**src/rtl/uart_pkg.sv**
```systemverilog
// Shared types and timing helpers for the stdout UART transmit path.
package uart_pkg;

    typedef enum logic [1:0] {IDLE, START, DATA, STOP} tx_state_t;

    localparam int FRAME_BITS = 10;
    localparam int DATA_BITS  = 8;

    function automatic int clks_per_bit(input int clk_hz, input int baud);
        return clk_hz / baud;
    endfunction

endpackage

```
**src/rtl/stdout_uart_tx_if.sv**
```systemverilog
// Byte-write port and status/serial outputs of the stdout UART transmitter.
interface stdout_uart_tx_if;
    logic       wr_en;
    logic [7:0] wr_data;
    logic       full;
    logic       empty;
    logic       busy;
    logic       overflow;
    logic       tx;

    modport master (output wr_en, wr_data, input full, empty, busy, overflow, tx);
    modport slave  (input wr_en, wr_data, output full, empty, busy, overflow, tx);
endinterface

```
**src/rtl/uart_tx_serializer.sv**
```systemverilog
// 8N1 serialiser: FSM, baud counter and shift register. tx/busy are registered,
// so they follow the state register by one cycle.
module uart_tx_serializer
    import uart_pkg::*;
#(
    parameter int CLKS_PER_BIT = 868
) (
    input  logic       clk,
    input  logic       reset,
    input  logic       start,
    input  logic [7:0] data,
    output logic       tx,
    output logic       busy,
    output logic       ready_for_next
);

    localparam int CNT_W = (CLKS_PER_BIT > 1) ? $clog2(CLKS_PER_BIT) : 1;
    localparam logic [CNT_W-1:0] CNT_LAST = CNT_W'(CLKS_PER_BIT - 1);
    localparam logic [2:0] LAST_BIT = 3'(DATA_BITS - 1);

    tx_state_t        state_q, state_d;
    logic [CNT_W-1:0] cnt_q, cnt_d;
    logic [2:0]       bit_idx_q, bit_idx_d;
    logic [7:0]       shift_q, shift_d;
    logic             tx_q, tx_d;
    logic             busy_q, busy_d;
    logic             bit_end;

    assign bit_end = (cnt_q == CNT_LAST);

    always_comb begin
        state_d        = state_q;
        cnt_d          = bit_end ? '0 : cnt_q + 1'b1;
        bit_idx_d      = bit_idx_q;
        shift_d        = shift_q;
        ready_for_next = 1'b0;
        case (state_q)
            IDLE: begin
                cnt_d          = '0;
                ready_for_next = 1'b1;
                if (start) begin
                    shift_d = data;
                    state_d = START;
                end
            end
            START: begin
                if (bit_end) begin
                    state_d   = DATA;
                    bit_idx_d = '0;
                end
            end
            DATA: begin
                if (bit_end) begin
                    shift_d   = {1'b0, shift_q[7:1]};
                    bit_idx_d = bit_idx_q + 1'b1;
                    if (bit_idx_q == LAST_BIT) state_d = STOP;
                end
            end
            STOP: begin
                // Chaining straight into START keeps back-to-back frames gapless.
                if (bit_end) begin
                    ready_for_next = 1'b1;
                    if (start) begin
                        shift_d = data;
                        state_d = START;
                    end else begin
                        state_d = IDLE;
                    end
                end
            end
            default: state_d = IDLE;
        endcase

        tx_d   = (state_q == START) ? 1'b0 :
                 (state_q == DATA)  ? shift_q[0] : 1'b1;
        busy_d = (state_q != IDLE);
    end

    always_ff @(posedge clk or negedge reset) begin
        if (!reset) begin
            state_q   <= IDLE;
            cnt_q     <= '0;
            bit_idx_q <= '0;
            tx_q      <= 1'b1;
            busy_q    <= 1'b0;
        end else begin
            state_q   <= state_d;
            cnt_q     <= cnt_d;
            bit_idx_q <= bit_idx_d;
            tx_q      <= tx_d;
            busy_q    <= busy_d;
        end
    end

    always_ff @(posedge clk) begin
        shift_q <= shift_d;
    end

    assign tx   = tx_q;
    assign busy = busy_q;

endmodule

```
**src/rtl/stdout_uart_tx.sv**
```systemverilog
// stdout UART transmitter: byte FIFO feeding an 8N1 serialiser on RsTx, with a
// sticky overflow flag for writes dropped while the FIFO is full.
module stdout_uart_tx
    import uart_pkg::*;
#(
    parameter int CLK_HZ     = 100000000,
    parameter int BAUD       = 115200,
    parameter int FIFO_DEPTH = 16
) (
    input logic             clk,
    input logic             reset,
    stdout_uart_tx_if.slave bus
);

    localparam int CLKS_PER_BIT = clks_per_bit(CLK_HZ, BAUD);
    localparam int PTR_W = $clog2(FIFO_DEPTH);
    localparam logic [PTR_W:0] DEPTH_CNT = (PTR_W + 1)'(FIFO_DEPTH);

    logic [7:0]       mem_q [FIFO_DEPTH];
    logic [PTR_W-1:0] wr_ptr_q, wr_ptr_d;
    logic [PTR_W-1:0] rd_ptr_q, rd_ptr_d;
    logic [PTR_W:0]   count_q, count_d;
    logic             overflow_q, overflow_d;
    logic             full, empty, wr_ok, pop, ready_for_next;

    assign full  = (count_q == DEPTH_CNT);
    assign empty = (count_q == '0);
    // full is taken from the registered count, so a same-cycle pop never frees room.
    assign wr_ok = bus.wr_en & ~full;
    assign pop   = ready_for_next & ~empty;

    always_comb begin
        wr_ptr_d   = wr_ptr_q;
        rd_ptr_d   = rd_ptr_q;
        count_d    = count_q;
        overflow_d = overflow_q | (bus.wr_en & full);
        if (wr_ok) wr_ptr_d = wr_ptr_q + 1'b1;
        if (pop)   rd_ptr_d = rd_ptr_q + 1'b1;
        case ({wr_ok, pop})
            2'b10:   count_d = count_q + 1'b1;
            2'b01:   count_d = count_q - 1'b1;
            default: count_d = count_q;
        endcase
    end

    always_ff @(posedge clk or negedge reset) begin
        if (!reset) begin
            wr_ptr_q   <= '0;
            rd_ptr_q   <= '0;
            count_q    <= '0;
            overflow_q <= 1'b0;
        end else begin
            wr_ptr_q   <= wr_ptr_d;
            rd_ptr_q   <= rd_ptr_d;
            count_q    <= count_d;
            overflow_q <= overflow_d;
        end
    end

    always_ff @(posedge clk) begin
        if (wr_ok) mem_q[wr_ptr_q] <= bus.wr_data;
    end

    uart_tx_serializer #(
        .CLKS_PER_BIT(CLKS_PER_BIT)
    ) u_ser (
        .clk            (clk),
        .reset          (reset),
        .start          (~empty),
        .data           (mem_q[rd_ptr_q]),
        .tx             (bus.tx),
        .busy           (bus.busy),
        .ready_for_next (ready_for_next)
    );

    assign bus.full     = full;
    assign bus.empty    = empty;
    assign bus.overflow = overflow_q;

endmodule

```
**src/flat_wrapper.sv**
```systemverilog
// flat-port wrapper written by rule: the top's interface ports become plain ports
module stdout_uart_tx_flat import uart_pkg::*;
#(
    parameter int CLK_HZ     = 100000000,
    parameter int BAUD       = 115200,
    parameter int FIFO_DEPTH = 16
)
  (clk, reset, bus_wr_en, bus_wr_data, bus_full, bus_empty, bus_busy, bus_overflow, bus_tx);
  stdout_uart_tx_if bus_i ();
  input logic clk;
  input logic reset;
  input wire logic [$bits(bus_i.wr_en)-1:0] bus_wr_en;
  input wire logic [$bits(bus_i.wr_data)-1:0] bus_wr_data;
  output wire logic [$bits(bus_i.full)-1:0] bus_full;
  output wire logic [$bits(bus_i.empty)-1:0] bus_empty;
  output wire logic [$bits(bus_i.busy)-1:0] bus_busy;
  output wire logic [$bits(bus_i.overflow)-1:0] bus_overflow;
  output wire logic [$bits(bus_i.tx)-1:0] bus_tx;
  assign bus_i.wr_en = bus_wr_en;
  assign bus_i.wr_data = bus_wr_data;
  assign bus_full = bus_i.full;
  assign bus_empty = bus_i.empty;
  assign bus_busy = bus_i.busy;
  assign bus_overflow = bus_i.overflow;
  assign bus_tx = bus_i.tx;
  stdout_uart_tx #(.CLK_HZ(CLK_HZ), .BAUD(BAUD), .FIFO_DEPTH(FIFO_DEPTH)) u_core (.clk(clk), .reset(reset), .bus(bus_i));
endmodule
```
**config.mk**
```make
export PLATFORM = sky130hd
export DESIGN_NAME = stdout_uart_tx_flat
export DESIGN_NICKNAME = d
export VERILOG_FILES = /design/src/rtl/uart_pkg.sv /design/src/rtl/stdout_uart_tx_if.sv /design/src/rtl/uart_tx_serializer.sv /design/src/rtl/stdout_uart_tx.sv /design/src/flat_wrapper.sv
export SDC_FILE = /design/constraint.sdc
export NUM_CORES = 1
export LEC_CHECK = 0
export CAP_MARGIN = 20
export CORE_ASPECT_RATIO = 1.2
export CORE_UTILIZATION = 38
export DETAILED_ROUTE_END_ITERATION = 10
export PLACE_DENSITY = 0.56
export SLEW_MARGIN = 20
export SYNTH_ARGS = -nofsm -noshare
export SYNTH_HDL_FRONTEND = slang
export SYNTH_SLANG_ARGS = --single-unit
export TNS_END_PERCENT = 10
```
**constraint.sdc**
```tcl
create_clock -name clk -period 8.1 [get_ports clk]
set_clock_uncertainty 0.2 [all_clocks]
set_input_delay 1.215 -clock clk [delete_from_list [all_inputs] [get_ports clk]]
set_output_delay 1.215 -clock clk [all_outputs]
set_load 0.01 [all_outputs]
```
* Yosys cells after proc, flatten, opt, wreduce, memory -nomap -nowiden
Memory sizes are Yosys's and may differ from the RTL's. Cells that the tools add are included.
Word-level totals: flip-flop bits (word level) 39, RAM bits 128, input bits 11, output and inout bits 5, logic and storage cells 68, memories 1
Memory list:
- u_core.mem_q | depth 16, bits a word 8, rd ports 1, clocked after Yosys merged registers in 0, wr ports 1, RTL line stdout_uart_tx.sv:19 | logic [7:0] mem_q [FIFO_DEPTH];
Operators by class: add/subtract/negate cells 6, eq/ne operators 13, multiplexer cells 23, bitwise operators 6, reductions and logical operators 9
Operators with widths (count):
- $mux W8 | 3
- $pmux W8 S3 | 1
- $mux W10 | 2
- $add A10 B1 Y10 const B | 1
- $eq A10 B10 Y1 const B | 1
- $mux W2 | 5
- $ne A2 B2 Y1 const B | 5
- $pmux W5 S2 | 1
- $add A4 B1 Y4 const B | 2
- $pmux W2 S4 | 1
- $eq A2 B2 Y1 const B | 3
- $mux W1 | 6
- $mux W3 | 2
- $pmux W3 S2 | 1
- $reduce_and A3 Y1 | 2
- $reduce_bool A2 Y1 | 3
- $add A5 B1 Y5 const B | 1
- $eq A5 B5 Y1 const B | 1
- $logic_not A5 Y1 | 1
- $reduce_and A5 Y1 | 1
- $sub A5 B1 Y5 const B | 1
- $eq A2 B1 Y1 const B | 2
- $add A3 B1 Y3 const B | 1
- $and A1 B1 Y1 | 3
- 6 further kinds | 7

* Logic depth before layout (Yosys ltp)
depth in word-level cells 6, gate-level depth with buffers 10, mapped depth without buffers 10

* Cells and area by module
A second synthesis with hierarchy kept.
Unflattened totals: cell total of the unflattened synthesis 445, area, all modules 7075.5 sq um
By module, submodules not included:
- stdout_uart_tx | instances 1, cells each 335, area an instance 5806.8 sq um, sequential area each 4194.0 sq um
- uart_tx_serializer | instances 1, cells each 110, area an instance 1268.7 sq um, sequential area each 666.9 sq um

* Least setup slack after synthesis
Ideal clock, no wire load.
path kind input to register, from input bus_wr_en, to register u_core.count_q[4], setup time 0.080 ns, arrival 2.973 ns, data required time 7.820 ns, setup slack 4.847 ns, stages 9, path buffers 1, cell sequence o31a_1 -> clkbuf_1 -> inv_1 -> ha_1 -> fa_1 -> a21o_1 -> a21oi_1 -> mux2i_1 -> xnor2_1
On the way: cells in the longest elaborated chain, start to end 3, elaborated cells between the ends (all ways) 5, classes of those cells 2 x eq/ne; 1 x mux; 1 x bitwise; 1 x reduce/logical
Ends and longest elaborated chain:
- from (decl) | RTL line flat_wrapper.sv:12 | input wire logic [$bits(bus_i.wr_en)-1:0] bus_wr_en;
- $and A1 B1 Y1 (*) | RTL line stdout_uart_tx.sv:29 | assign wr_ok = bus.wr_en & ~full;
- $eq A2 B1 Y1 or $eq A2 B2 Y1 (tied branches) | RTL line stdout_uart_tx.sv:39 | case ({wr_ok, pop})
- $pmux W5 S2 or $reduce_bool A2 Y1 (tied branches)
- to (signal assigned) | RTL line stdout_uart_tx.sv:55 | count_q <= count_d;
- to (decl) | RTL line stdout_uart_tx.sv:22 | logic [PTR_W:0] count_q, count_d;
Mark *: on every way between the ends. The rest lies on a longest branch, timed or not. A chain may end at the register's enable or synchronous reset.

* Worst setup path in the final report
from register u_core.count_q[3], to output bus_empty
On the way: cells in the longest elaborated chain, start to end 1
Ends and longest elaborated chain:
- $logic_not A5 Y1 | RTL line stdout_uart_tx.sv:27 | assign empty = (count_q == '0);
- to (decl) | RTL line flat_wrapper.sv:15 | output wire logic [$bits(bus_i.empty)-1:0] bus_empty;
No other way between the ends.

==> impl_summary.md <==
Synth
The synthesized design contains 167 register bits. The number of nets produced by synthesis is 425. A synthesized cell averages 17.7 um2. The number of distinct library cells after synthesis is 43. Counting every instance in the synthesized netlist gives 395. The netlist area before placement is 6990 um2. The count of yosys warnings during synthesis is 0. The sequential share of the synthesized area is 0.695.

Routing
For this block, the routed nets add up to 13,300 um of wire. The first detailed-routing pass took 4 iterations. In the routed design, unresolved DRC markers number 0. The via density per instance is 5.26.

In this run the remaining antenna-violating nets after routing total 0. The wire length per cell is 20.5 um. The detailed router finished its first iteration with 227 violations. The detailed router placed 3,421 vias in this run.

Setup path
The signal on the critical path passes through nor3_1, nand2_1, inv_1, clkdlybuf4s50_1. The critical path is of the flop to output pin type. The delay of the slowest cell on the worst path is 600 ps. The largest driver fanout on the critical path is 7. The slowest library cell on the worst path is clkdlybuf4s50_1.

The critical path required time is 6680 ps. Data on the critical path arrives at its endpoint at 2250 ps. The sort of element at the start of the critical path is a flop. The type of element capturing the critical path is an output pin.

Clock network
The number of clock buffers added by TritonCTS is 17. The clock passes through at most 2 buffers. The clock tree synthesis step divided the H-tree into 4 levels.

TritonCTS built the clock tree. Gates resized during post-CTS repair numbered 0. The clock network latency to the later pin of the worst-skew pair is 430 ps.

The number of clock sinks seen by CTS is 167. Clock tree synthesis selected as its root buffer the cell clkbuf_16. The clock-pin slew on the worst setup and hold paths is 70 ps. Buffers inserted to repair hold after CTS numbered 0. The number of setup buffers added after CTS is 0.

Floorplanning
16 I/O pins were placed. In this run the core area contains 53 standard-cell rows. From left edge to right edge, the die measures 126 um. The placeable core region is 17,800 um2. The starting utilization of the core area is 0.393. The die outline area is 18,900 um2. The die is 151 um tall.

Final layout
Leaving out fill and tap cells, the most frequent cells in the layout are 136 x edfxtp_1, 31 x mux4_2, 29 x nor2_1, 29 x dfrtp_1, 22 x mux2i_1. Measured on the finished design, the core utilization comes to 0.448. Fill cells in the final layout number 1,567. Across the whole layout, storage elements account for 4860 um2. Of the cells placed in the final design, the portion with a size suffix greater than 1 is 0.181.

0 antenna diodes ended up in the layout. The area occupied by multi-input gates is 2010 um2. The final-stage net count is 447. The area growth from synthesis to layout is 13.9%. Leaving out fill and tap cells, the most frequent cell in the layout is edfxtp_1.

Hold path
The min-delay analysis places its worst path in the category flop to flop.

Pwr
The peak supply drop is 174 uV. The internal power of the cells totals 0.00193 W. In this run the power spent charging and discharging nets is 0.000894 W. For this design the ratio of total power to cell area is 354 nW/um2. The leakage power of the design is 2.83 nW.

The switching part of the total power is 0.317. The clock share of power is 0.282. The part of the total power dissipated in sequential elements is 0.431.

Of the total power, combinational logic draws 0.287.

Place
Routability-driven placement finished with a final weighted congestion of 0.714. The post-DP HPWL is 8620 um. Buffers placed on the I/O ports in this run total 15.

GRT
The initial antenna violation count was 0. The first global-routing pass estimated 20,800 um of wire. The sum of overflow across all layers after global routing is 0.

The number of global-route vias before repair came to 3,606. Across every metal layer, demand over resource in global routing totals 0.154. Entering global routing, the biggest net connects 36 pins.

Timing
For the pin with the worst max-slew slack, the measured transition is 1060 ps. The count of final hold-check violations is 0. The final setup violation count is 0. The final total negative setup slack is 0 ps. The clock period could shrink to 3660 ps. Setup repair after global routing left no endpoint under its margin. Dividing the final minimum period by the clock period gives 0.452. Based on the critical path, the design can be clocked at up to 273 MHz.

The tightest slew margin relative to the limit is 0.296. The number of max-slew violations in the final report is 0.

Run status
The flow ran to the end, and the final reports show no timing, DRC or antenna violations.

Run
The total of max-cap violations is 0.
==> metrics by stage <==
| step | instances | setup slack (ps) | hold WS, ps | cell area [um2] | power [W] |
|---|---|---|---|---|---|
| floorplan | 395 | 4850 | 248 | 6990 | 0.00183 |
| global placement | 618 | 4220 | 251 | 7360 | 0.00204 |
| detailed placement | 618 | 4180 | 265 | 7360 | 0.00206 |
| CTS | 650 | 4360 | 276 | 7950 | 0.00286 |
| global route | 650 | 4230 | 316 | 7960 | 0.00297 |
| finish | 650 | 4440 | 273 | 7960 | 0.00282 |
==> sequential cells by signal, indices dropped and copies added, names as in the netlist <==
signal / flops
u_core.u_ser.state_q: 2
u_core.count_q: 5
u_core.u_ser.bit_idx_q: 3
u_core.mem_q: 128
u_core.u_ser.cnt_q: 10
u_core.bus.overflow: 1
u_core.u_ser.busy: 1
u_core.u_ser.tx: 1
u_core.wr_ptr_q: 4
u_core.rd_ptr_q: 4
u_core.u_ser.shift_q: 8
==> per-layer routing <==
metal	routed length [um]	track usage	vias to the layer above
met5	0	0	-
met4	227	0.0524	0
met3	367	0.0362	16
met2	7020	0.282	50
met1	5690	0.176	1767
li1	-	-	1588
==> synth_stat cells, drive strengths merged <==
library cell,n,area (um2)
a21o,4,30.0
nand3,6,30.0
o31a,1,8.76
a311o,1,10.0
xnor2,10,87.6
fa,1,20.0
and3,3,18.8
clkbuf,6,22.5
edfxtp,136,4080
nor2b,2,12.5
or3,2,12.5
xor2,8,70.1
a32o,2,20.0
nor4,1,6.26
and4bb,1,12.5
nand2b,2,12.5
nor3,10,55.1
a221oi,1,15.0
mux4,33,751
a211oi,1,7.51
o21ai,5,25.0
ha,18,225
buf,11,70.1
nand4,3,18.8
nand2,15,56.3
dfrtp,30,751
nor3b,2,15.0
nor2,29,109
a22o,7,61.3
inv,9,33.8
nor4b,1,8.76
a41oi,1,8.76
mux2i,22,220
a2bb2oi,1,8.76
mux2,3,33.8
and2,1,6.26
dfstp,1,26.3
a21oi,5,25.0
==> area by class of cell <==
class	instances	share of cell area
repair buffers	20	0.0236
flip-flops and latches	167	0.611
multi-input cells	202	0.253
clock buffers	17	0.0535
inverters	9	0.00425
clock inverters	15	0.0203
well taps	220	0.0346
==> path summary, 6_finish.rpt <==
path,from,endpoint,slack (ps),cells past startpoint
max in group asynchronous,reset,u_core.u_ser.tx$_DFF_PN1_,6360,2
hold / removal,u_core.u_ser.shift_q[0]$_DFFE_PP_,u_core.u_ser.tx$_DFF_PN1_,270,2
setup / recovery,u_core.count_q[3]$_DFFE_PN0P_,bus_empty,4440,4
hold reg to reg,u_core.u_ser.shift_q[0]$_DFFE_PP_,u_core.u_ser.tx$_DFF_PN1_,270,2
min in group asynchronous,reset,u_core.count_q[0]$_DFFE_PN0P_,990,2
setup reg to reg,u_core.u_ser.cnt_q[0]$_DFF_PN0_,u_core.count_q[4]$_DFFE_PN0P_,4880,10
==> power groups by stage <==
stage               combinational, W  sequential, W  clock, W
global placement            0.000811        0.00123         0
finish                      0.000808        0.00122  0.000796
floorplan                   0.000661        0.00117         0
detailed placement          0.000825        0.00123         0
global route                0.000894        0.00123  0.000845
CTS                         0.000828        0.00122  0.000813
==> cells by family after synthesis <==
family | Yosys count | share of synthesized area
AO/OA/AOI/OAI | 29 | 0.0315
flip-flops | 167 | 0.695
buffers and inverters | 26 | 0.0181
adder cells (fa/ha/maj) | 19 | 0.0351
multiplexers | 58 | 0.144
XOR/XNOR | 18 | 0.0226
AND/OR/NAND/NOR | 78 | 0.0535
==> worst max-delay path: cells and delay by family (launching register included) <==
kind	cells	cell delay, ps
buffers and inverters	2	850
flip-flops	1	420
AND/OR/NAND/NOR	2	540
No activity file was read; power rests on OpenSTA's default activity.
